File: src/rtl/sr_pkg.sv
// Shared definitions for the set/reset register bank: S=R=1 resolution
// encodings and the address-width helper.
package sr_pkg;

  localparam int SR_HOLD   = 0;
  localparam int SR_SET    = 1;
  localparam int SR_RESET  = 2;
  localparam int SR_TOGGLE = 3;

  function automatic int clog2(input int n);
    int r;
    r = 0;
    for (int k = 0; k < 32; k++) begin
      if ((1 << r) < n) r = r + 1;
    end
    return r;
  endfunction

endpackage

File: src/rtl/sr_word_next.sv
// Combinational next-word rule for one set/reset register word; used both
// for the storage update and for the same-address read bypass.
module sr_word_next
  import sr_pkg::*;
#(
  parameter int WIDTH   = 8,
  parameter int SR_MODE = 0
) (
  input  logic [WIDTH-1:0] cur,
  input  logic [WIDTH-1:0] s_mask,
  input  logic [WIDTH-1:0] r_mask,
  output logic [WIDTH-1:0] nxt
);

  logic [WIDTH-1:0] both;
  logic [WIDTH-1:0] s_only;
  logic [WIDTH-1:0] r_only;
  logic [WIDTH-1:0] base;

  always_comb begin
    both   = s_mask & r_mask;
    s_only = s_mask & ~r_mask;
    r_only = r_mask & ~s_mask;
    // Bits with both requests keep cur here; the mode decides them below.
    base   = (cur | s_only) & ~r_only;
    case (SR_MODE)
      SR_SET:    nxt = base | both;
      SR_RESET:  nxt = base & ~both;
      SR_TOGGLE: nxt = base ^ both;
      default:   nxt = base;
    endcase
  end

endmodule

File: src/rtl/sr_reg_bank.sv
// Addressed bank of multi-bit set/reset registers with a registered,
// write-bypassed read port and sticky conflict tracking.
module sr_reg_bank
  import sr_pkg::*;
#(
  parameter int WIDTH   = 8,
  parameter int DEPTH   = 4,
  parameter int SR_MODE = 0,
  parameter int CNT_W   = 8
) (
  input  logic                      clk,
  input  logic                      rst,
  input  logic                      we,
  input  logic [clog2(DEPTH)-1:0]   waddr,
  input  logic [WIDTH-1:0]          s_mask,
  input  logic [WIDTH-1:0]          r_mask,
  input  logic                      re,
  input  logic [clog2(DEPTH)-1:0]   raddr,
  output logic [WIDTH-1:0]          rdata,
  output logic                      rvalid,
  output logic                      conflict,
  output logic [CNT_W-1:0]          conflict_cnt,
  input  logic                      clr_conflict
);

  logic [WIDTH-1:0] mem [DEPTH];
  logic [WIDTH-1:0] wr_next_p0;
  logic [WIDTH-1:0] rd_word_p0;
  logic             hit_p0;

  logic [WIDTH-1:0] rdata_p1;
  logic             vld_p1;
  logic             conflict_p1;
  logic [CNT_W-1:0] cnt_p1;

  function automatic logic [CNT_W-1:0] sat_inc(input logic [CNT_W-1:0] v);
    return (&v) ? v : v + CNT_W'(1);
  endfunction

  sr_word_next #(
    .WIDTH   (WIDTH),
    .SR_MODE (SR_MODE)
  ) u_next (
    .cur    (mem[waddr]),
    .s_mask (s_mask),
    .r_mask (r_mask),
    .nxt    (wr_next_p0)
  );

  // p0: combinational next word, bypassed read word, conflict detect
  always_comb begin
    rd_word_p0 = (we && (waddr == raddr)) ? wr_next_p0 : mem[raddr];
    hit_p0     = we && (|(s_mask & r_mask));
  end

  always_ff @(posedge clk or posedge rst) begin
    if (rst) begin
      for (int i = 0; i < DEPTH; i++) mem[i] <= '0;
    end else if (we) begin
      mem[waddr] <= wr_next_p0;
    end
  end

  // p1: registered read port and conflict tracking
  always_ff @(posedge clk or posedge rst) begin
    if (rst) begin
      rdata_p1 <= '0;
      vld_p1   <= 1'b0;
    end else begin
      vld_p1 <= re;
      if (re) rdata_p1 <= rd_word_p0;
    end
  end

  always_ff @(posedge clk or posedge rst) begin
    if (rst) begin
      conflict_p1 <= 1'b0;
      cnt_p1      <= '0;
    end else if (clr_conflict) begin
      conflict_p1 <= 1'b0;
      cnt_p1      <= '0;
    end else if (hit_p0) begin
      conflict_p1 <= 1'b1;
      cnt_p1      <= sat_inc(cnt_p1);
    end
  end

  assign rdata        = rdata_p1;
  assign rvalid       = vld_p1;
  assign conflict     = conflict_p1;
  assign conflict_cnt = cnt_p1;

endmodule

File: config.mk
export PLATFORM = sky130hd
export DESIGN_NAME = sr_reg_bank
export DESIGN_NICKNAME = d
export VERILOG_FILES = /design/src/rtl/sr_pkg.sv /design/src/rtl/sr_word_next.sv /design/src/rtl/sr_reg_bank.sv
export SDC_FILE = /design/constraint.sdc
export NUM_CORES = 1
export LEC_CHECK = 0
export BUFFER_PORTS_ARGS = -buffer_cell sky130_fd_sc_hd__buf_2
export CAP_MARGIN = 15
export CORE_UTILIZATION = 40
export DETAILED_ROUTE_END_ITERATION = 10
export HOLD_SLACK_MARGIN = 0.05
export SLEW_MARGIN = 20
export SYNTH_ARGS = -nofsm -noshare
export SYNTH_HDL_FRONTEND = slang
export SYNTH_SLANG_ARGS = --single-unit
File: constraint.sdc
create_clock -name clk -period 1.7 [get_ports clk]
set_clock_uncertainty 0.2 [all_clocks]
set_input_delay 0.255 -clock clk [delete_from_list [all_inputs] [get_ports clk]]
set_output_delay 0.255 -clock clk [all_outputs]
set_load 0.05 [all_outputs]
==> impl_metrics.env, run 1 <==
export IMPL_syn_instance_count=254
export IMPL_worstSetupPathType="register to register"
export IMPL_p_leak_nw=1.67
export IMPL_yosysWarnings=0
export IMPL_worst_pin_slew_ns=0.371
export IMPL_firstDrtPassIters=8
export IMPL_vias_per_cell=5.17
export IMPL_numCtsBuffers=5
export IMPL_cts_buffer_depth=2
export IMPL_clock_sinks=50
export IMPL_ys_seq_area_share_pct=46.3
export IMPL_rrSetupSlack_ns=-0.004
export IMPL_htree_levels=2
export IMPL_track_usage_pct=20.6
export IMPL_grt_pass1_wl_mm=11.2
export IMPL_grt_ovfl_total=0
export IMPL_finalMaxSlewViolations=0
export IMPL_drc=12
export IMPL_failed_checks="design-rule violations, negative setup slack"
export IMPL_grt_max_degree=26
export IMPL_min_to="rdata[2]"
export IMPL_synth_area_sq_um=2700
export IMPL_synth_flop_cell="dfrtp_1"
export IMPL_post_route_worst_setup_slack_ns=-0.00403
export IMPL_hold_ws_ns=0.221
export IMPL_synthTopCellsByArea="dfrtp_1, mux4_2, o21ai_0, nand2_1, mux4_1"
export IMPL_r2r_start="conflict_cnt[0]"
export IMPL_rsz0062_at_grt="yes"
export IMPL_ys_seq_elements=50
export IMPL_wl_per_cell_um=15.4
export IMPL_fin_util_pct=56.4
export IMPL_reg2reg_to="conflict_cnt[3]"
export IMPL_wl_mm=6.66
export IMPL_cts_clk_slew_worst_paths_ns=0.10
export IMPL_cp_start_kind="register"
export IMPL_core_area_sq_um=6420
export IMPL_die_area_sq_um=7090
export IMPL_synth_top_family_by_area="simple AND/OR/NAND/NOR gates"
export IMPL_max_freq_ghz=0.587
export IMPL_antennaDiodeCount=0
export IMPL_portBuffers=42
export IMPL_area_growth_pct=33.9
export IMPL_synth_adder_area_share_pct=0.463
export IMPL_hold_start="r_mask[2]"
export IMPL_synth_nets=280
export IMPL_yosysTopAreaCell="dfrtp_1"
export IMPL_die_y_um=84.2
export IMPL_row_count=29
export IMPL_ant_nets=0
export IMPL_die_x_um=84.2
export IMPL_cts_root_buf="clkbuf_8"
export IMPL_power_density_nw_per_um2=972
export IMPL_crit_fanout=7
export IMPL_final_area_sq_um=3620
export IMPL_insertion_delay_ns=0.31
export IMPL_cp_startpoint="conflict_cnt[0]"
export IMPL_place_gp_congestion=0.817
export IMPL_syn_avg_cell_area_sq_um=10.6
export IMPL_grt_pass1_vias=2245
export IMPL_final_common_cell="buf_4"
export IMPL_synth_xor_area_share_pct=0.648
export IMPL_drive_gt1_share_pct=43.8
export IMPL_cts_tree="done"
export IMPL_layout_nets=381
export IMPL_status="finished with violations"
export IMPL_synth_compound_area_share_pct=14.1
export IMPL_hpwl_mm=5.03
export IMPL_hold_path_class="primary input to register"
export IMPL_synth_simple_area_share_pct=18.6
export IMPL_antenna_found_initial=0
export IMPL_via_count=2238
export IMPL_arrival_ns=1.71
export IMPL_pin_count=43
export IMPL_async_flop_share_pct=100
export IMPL_final_cell_mix="buf_4, nand2_1, dfrtp_1"
export IMPL_slew_headroom_pct=75.2
export IMPL_ys_types=38
export IMPL_vdd_drop_max_mv=0.599
export IMPL_place_area_sq_um=3460
export IMPL_cp_required_ns=1.71
export IMPL_yosys_area_top_type_share_pct=46.3
export IMPL_multi_input_area_sq_um=1390
export IMPL_setup_violations=1
export IMPL_fin_crit_sh_pct=100
export IMPL_fillers=581
export IMPL_layout_area_seq_sq_um=1260
export IMPL_drtIter0Drc=132
export IMPL_synth_edff_count=0
export IMPL_fin_crit_ns=1.70
export IMPL_critPathCaptureType="register"
export IMPL_holdPathStages=5
export IMPL_hold_viol=0
export IMPL_synth_area_mux_share_pct=15.9
export IMPL_r2r_cells=4
export IMPL_drv_cap=0
export IMPL_initial_core_util_pct=42.1
==> repair_timing <==
item / 4_1_cts / 5_1_grt
endpoints found under the setup margin: 3 / 27
pin swaps: 5 / 3
cloned: 0 / 0
resized for setup: 0 / 9
hold endpoints to repair: 40 / 0
buffers inserted: 0 / 1
hold buffers: 3 / 0
==> area by class of cell <==
type / instances / area share (%)
Clock buffer: 5 / 1.90
Clock inverter: 3 / 1.21
Inverter: 5 / 0.518
Multi-Input combinational cell: 184 / 38.3
Sequential cell: 50 / 34.8
Tap cell: 77 / 2.66
Timing Repair Buffer: 109 / 20.6
==> routing by layer <==
| layer | vias up | wire length (um) | GRT usage [%] |
|---|---|---|---|
| li1 | 1108 | - | - |
| met1 | 1084 | 3080 | 27.3 |
| met2 | 41 | 3220 | 34.9 |
| met3 | 5 | 292 | 3.54 |
| met4 | 0 | 63 | 5.64 |
| met5 | - | 0 | 0 |
==> kinds of logic (layout without fill, tap and decap cells) <==
kind of cell / after synthesis / count (layout)
compound gates: 62 / 62
fa+ha+maj: 1 / 1
xor+xnor: 2 / 2
buf+inv: 20 / 122
flops: 50 / 50
simple gates: 99 / 99
mux: 20 / 20
==> registers in the layout (all words and copies together) (netlist names) <==
signal,cells
rdata,8
mem,32
conflict,1
rvalid,1
conflict_cnt,8
==> synthesized netlist by cell type (3+ instances only) <==
cell and n:
or2_2 6, mux4_1 4, nor2b_1 11, a21oi_1 3, inv_1 5, buf_2 4
mux4_2 12, mux2_4 3, nand2_1 46, clkbuf_1 6, nand2b_1 8, dfrtp_1 50
a31oi_1 8, buf_6 3, nor2_1 11, o31ai_1 3, o21ai_0 37, a22o_1 4
nand3_1 4
==> where the power goes <==
part	internal, mW	leakage (nW)	switching (mW)
registers	1.40	0.634	0.140
clock network	0.442	0.0585	0.426
logic	0.545	0.974	0.562
==> per-stage QoR <==
| stage | cells | worst slack [ns] | TNS (ns) | power [mW] |
|---|---|---|---|---|
| floorplan | 254 | -0.231 | -1.37 | 2.18 |
| global placement | 421 | -0.209 | -4.66 | 2.63 |
| detailed placement | 421 | -0.208 | -4.96 | 2.65 |
| CTS | 432 | -0.0143 | -0.0143 | 3.52 |
| global route | 433 | -0.0354 | -0.0370 | 3.74 |
| finish | 433 | -0.00403 | -0.00403 | 3.52 |
==> how the worst max path moves through the flow <==
stage | endpoint | slack (ns) | depth (start not counted)
2_1_floorplan | conflict_cnt[3] | -0.23 | 5
3_3_place_gp | conflict_cnt[3] | -0.21 | 6
3_5_place_dp | conflict_cnt[0] | -0.21 | 6
4_1_cts | conflict_cnt[3] | -0.01 | 4
5_1_grt | conflict_cnt[3] | -0.04 | 4
6_report | conflict_cnt[3] | -0.004 | 4
==> critical path: stages (launching register included) <==
cell,delay (ns)
dfrtp_2,0.43
ha_4,0.16
and4_4,0.23
nor4b_4,0.25
mux2_4,0.32
No activity file was read; power rests on OpenSTA's default activity.
==> inputs of run 2 (changes only) <==
--- a/config.mk
+++ b/config.mk
@@ -14,3 +14,4 @@
 export SYNTH_ARGS = -nofsm -noshare
 export SYNTH_HDL_FRONTEND = slang
+export SYNTH_HIERARCHICAL = 1
 export SYNTH_SLANG_ARGS = --single-unit
==> constraint.sdc (replaced) <==
create_clock -name clk -period 1.7 [get_ports clk]
set_clock_uncertainty 0.2 [all_clocks]
set_input_delay 0.34 -clock clk [delete_from_list [all_inputs] [get_ports clk]]
set_output_delay 0.34 -clock clk [all_outputs]
set_load 0.05 [all_outputs]
==> run 2 against run 1 <==
The flow finishes with violations (negative setup slack); total power rose by 27%; clock power rose by 15%; setup slack got worse by 0.15 ns; sequential power rose by 16%; via count fell by 13%; final cell count fell by 11%; flip-flop and latch count did not move; critical endpoint is now rdata[7].
==> impl_metrics.env, run 2 <==
export IMPL_synth_flop_cell="dfrtp_1"
export IMPL_hold_path_class="primary input to register"
export IMPL_synth_edff_count=0
export IMPL_htree_levels=2
export IMPL_final_common_cell="buf_4"
export IMPL_layout_nets=332
export IMPL_wl_mm=6.11
export IMPL_failed_checks="negative setup slack"
export IMPL_cts_tree="done"
export IMPL_hpwl_mm=4.49
export IMPL_arrival_ns=1.84
export IMPL_async_flop_share_pct=100
export IMPL_fin_crit_ns=1.86
export IMPL_critPathCaptureType="register"
export IMPL_clock_sinks=50
export IMPL_core_area_sq_um=6390
export IMPL_cts_clk_slew_worst_paths_ns=0.10
export IMPL_place_gp_congestion=0.775
export IMPL_final_cell_mix="buf_4, dfrtp_1, buf_2"
export IMPL_drv_cap=0
export IMPL_yosysMostFrequentCell="dfrtp_1"
export IMPL_grt_ovfl_total=0
export IMPL_ant_nets=0
export IMPL_syn_instance_count=201
export IMPL_power_density_nw_per_um2=1200
export IMPL_synthTopCellsByArea="dfrtp_1, mux2_2, mux4_2, maj3_2, mux2i_1"
export IMPL_firstDrtPassIters=4
export IMPL_grt_pass1_vias=2045
export IMPL_die_x_um=83.7
export IMPL_track_usage_pct=18.7
export IMPL_synth_adder_area_share_pct=3.84
export IMPL_pin_count=43
export IMPL_antennaDiodeCount=0
export IMPL_portBuffers=42
export IMPL_ys_seq_area_share_pct=46.8
export IMPL_antenna_found_initial=0
export IMPL_drtIter0Drc=79
export IMPL_path_cells="mux4_2 -> maj3_2 -> mux2i_2 -> a21oi_1"
export IMPL_fin_util_pct=58.4
export IMPL_area_growth_pct=39.7
export IMPL_drc=0
export IMPL_wl_per_cell_um=15.9
export IMPL_cp_required_ns=1.69
export IMPL_vdd_drop_max_mv=0.817
export IMPL_numCtsBuffers=5
export IMPL_synth_nets=227
export IMPL_slew_headroom_pct=78.3
export IMPL_max_freq_ghz=0.538
export IMPL_cts_buffer_depth=2
export IMPL_dpl_cell_count=363
export IMPL_synth_top_family_by_area="multiplexers"
export IMPL_multi_input_area_sq_um=1470
export IMPL_largest_reg_flops=32
export IMPL_vias_per_cell=5.09
export IMPL_grt_pass1_wl_mm=10.1
export IMPL_rsz0062_at_grt="yes"
export IMPL_p_leak_nw=1.74
export IMPL_fillers=548
export IMPL_finalMaxSlewViolations=0
export IMPL_yosysWarnings=6
export IMPL_crit_slowest_cell="mux4_2"
export IMPL_p_total_mw=4.47
export IMPL_synth_compound_area_share_pct=6.65
export IMPL_via_count=1953
export IMPL_layout_area_seq_sq_um=1260
export IMPL_cp_start_kind="register"
export IMPL_row_count=29
export IMPL_cts_root_buf="clkbuf_8"
export IMPL_die_area_sq_um=7010
export IMPL_hold_viol=0
export IMPL_initial_core_util_pct=41.8
export IMPL_hold_ws_ns=0.111
export IMPL_insertion_delay_ns=0.31
export IMPL_syn_avg_cell_area_sq_um=13.3
export IMPL_place_area_sq_um=3410
export IMPL_worstSetupPathType="register to register"
export IMPL_status="finished with violations"
export IMPL_drive_gt1_share_pct=63.2
export IMPL_synth_area_mux_share_pct=31.4
export IMPL_ys_types=33
export IMPL_synth_simple_area_share_pct=7.73
export IMPL_ys_seq_elements=50
export IMPL_instances_no_fill=384
export IMPL_synth_area_sq_um=2670
export IMPL_die_y_um=83.7
export IMPL_worst_pin_slew_ns=0.324
export IMPL_synth_xor_area_share_pct=0.656
export IMPL_grt_max_degree=51
export IMPL_crit_fanout=5
export IMPL_final_area_sq_um=3730
export IMPL_cp_slowest_stage_delay_ns=0.47
export IMPL_post_route_worst_setup_slack_ns=-0.158
export IMPL_setup_violations=43
export IMPL_yosysTopAreaCell="dfrtp_1"
export IMPL_top_register="mem"
export IMPL_yosys_area_top_type_share_pct=46.8
export IMPL_fin_crit_sh_pct=109
export IMPL_yosys_top_cells_count="dfrtp_1, mux2_2, mux4_2, a21oi_1, nor2_1"
[run 2: changes by cell type in the layout (fill, tap and decap cells not counted), sizes merged, moves of 3 or more]
cell,change
nand2,-44
o21ai,-38
a21oi,+11
mux2,+32
nand2b,-8
a31oi,-8
inv,+3
mux2i,+7
nand3,+4
maj3,+8
or2,-8
nor2b,-8
[run 2: repair_timing]
item | in CTS | in global routing
hold buffers | 1 | 0
gates resized for setup | 10 | 13
endpoints found under the setup margin | 47 | 47
buffers inserted | 8 | 4
hold endpoints to repair | 50 | 0
pin swaps | 12 | 11
[run 2: area by class of cell]
cell class	instances	area share [%]
inverter	10	1.11
multi-input combinational	132	39.3
clock buffer	5	1.84
timing repair buffer	107	19.6
sequential	50	33.7
clock inverter	3	1.84
tap	77	2.58
[run 2: path summary, 6_finish.rpt]
kind                           from         endpoint  slack [ns]  depth (start not counted)
setup / recovery            mem[15]         rdata[7]       -0.16                          4
hold / removal                   re           rvalid        0.11                          1
setup reg to reg            mem[15]         rdata[7]       -0.16                          4
hold reg to reg            conflict         conflict        0.31                          2
max in group asynchronous       rst  conflict_cnt[0]        0.60                          4
min in group asynchronous       rst  conflict_cnt[7]        0.42                          4
[run 2: worst max-delay path: cells and delay by family (launching register included)]
kind	cells	cell delay [ns]
mux	2	0.67
fa+ha+maj	1	0.38
flops	1	0.40
compound gates	1	0.10
[run 2: per-layer routing]
metal	vias to the layer above	share of wire (%)	track usage, %
li1	965	-	-
met1	951	48	25.6
met2	33	49	30.4
met3	4	2.5	3.26
met4	0	1.2	5.55
met5	-	0	0
[run 2: where the power goes]
part	switching (mW)	internal, mW	leakage [nW]	total (mW)
sequential	0.230	1.55	0.601	1.78
combinational	0.731	0.965	1.07	1.70
clock	0.406	0.589	0.0683	0.995
total	1.37	3.11	1.74	4.47
[run 2: kinds of logic (layout without fill, tap and decap cells)]
kind of cell / after synthesis / in the layout
muxes: 59 / 59
AOI/OAI and AO/OA: 25 / 25
adders and majority gates: 9 / 9
xor gates and xnor gates: 2 / 2
DFF: 50 / 50
buffers and inverters: 19 / 125
and+or+nand+nor: 37 / 37
[run 2: stage by stage]
step / setup TNS [ns] / setup slack (ns)
finish: -4.08 / -0.158
global route: -6.37 / -0.198
CTS: -4.00 / -0.128
detailed placement: -17.86 / -0.448
global placement: -17.28 / -0.435
floorplan: -7.49 / -0.374
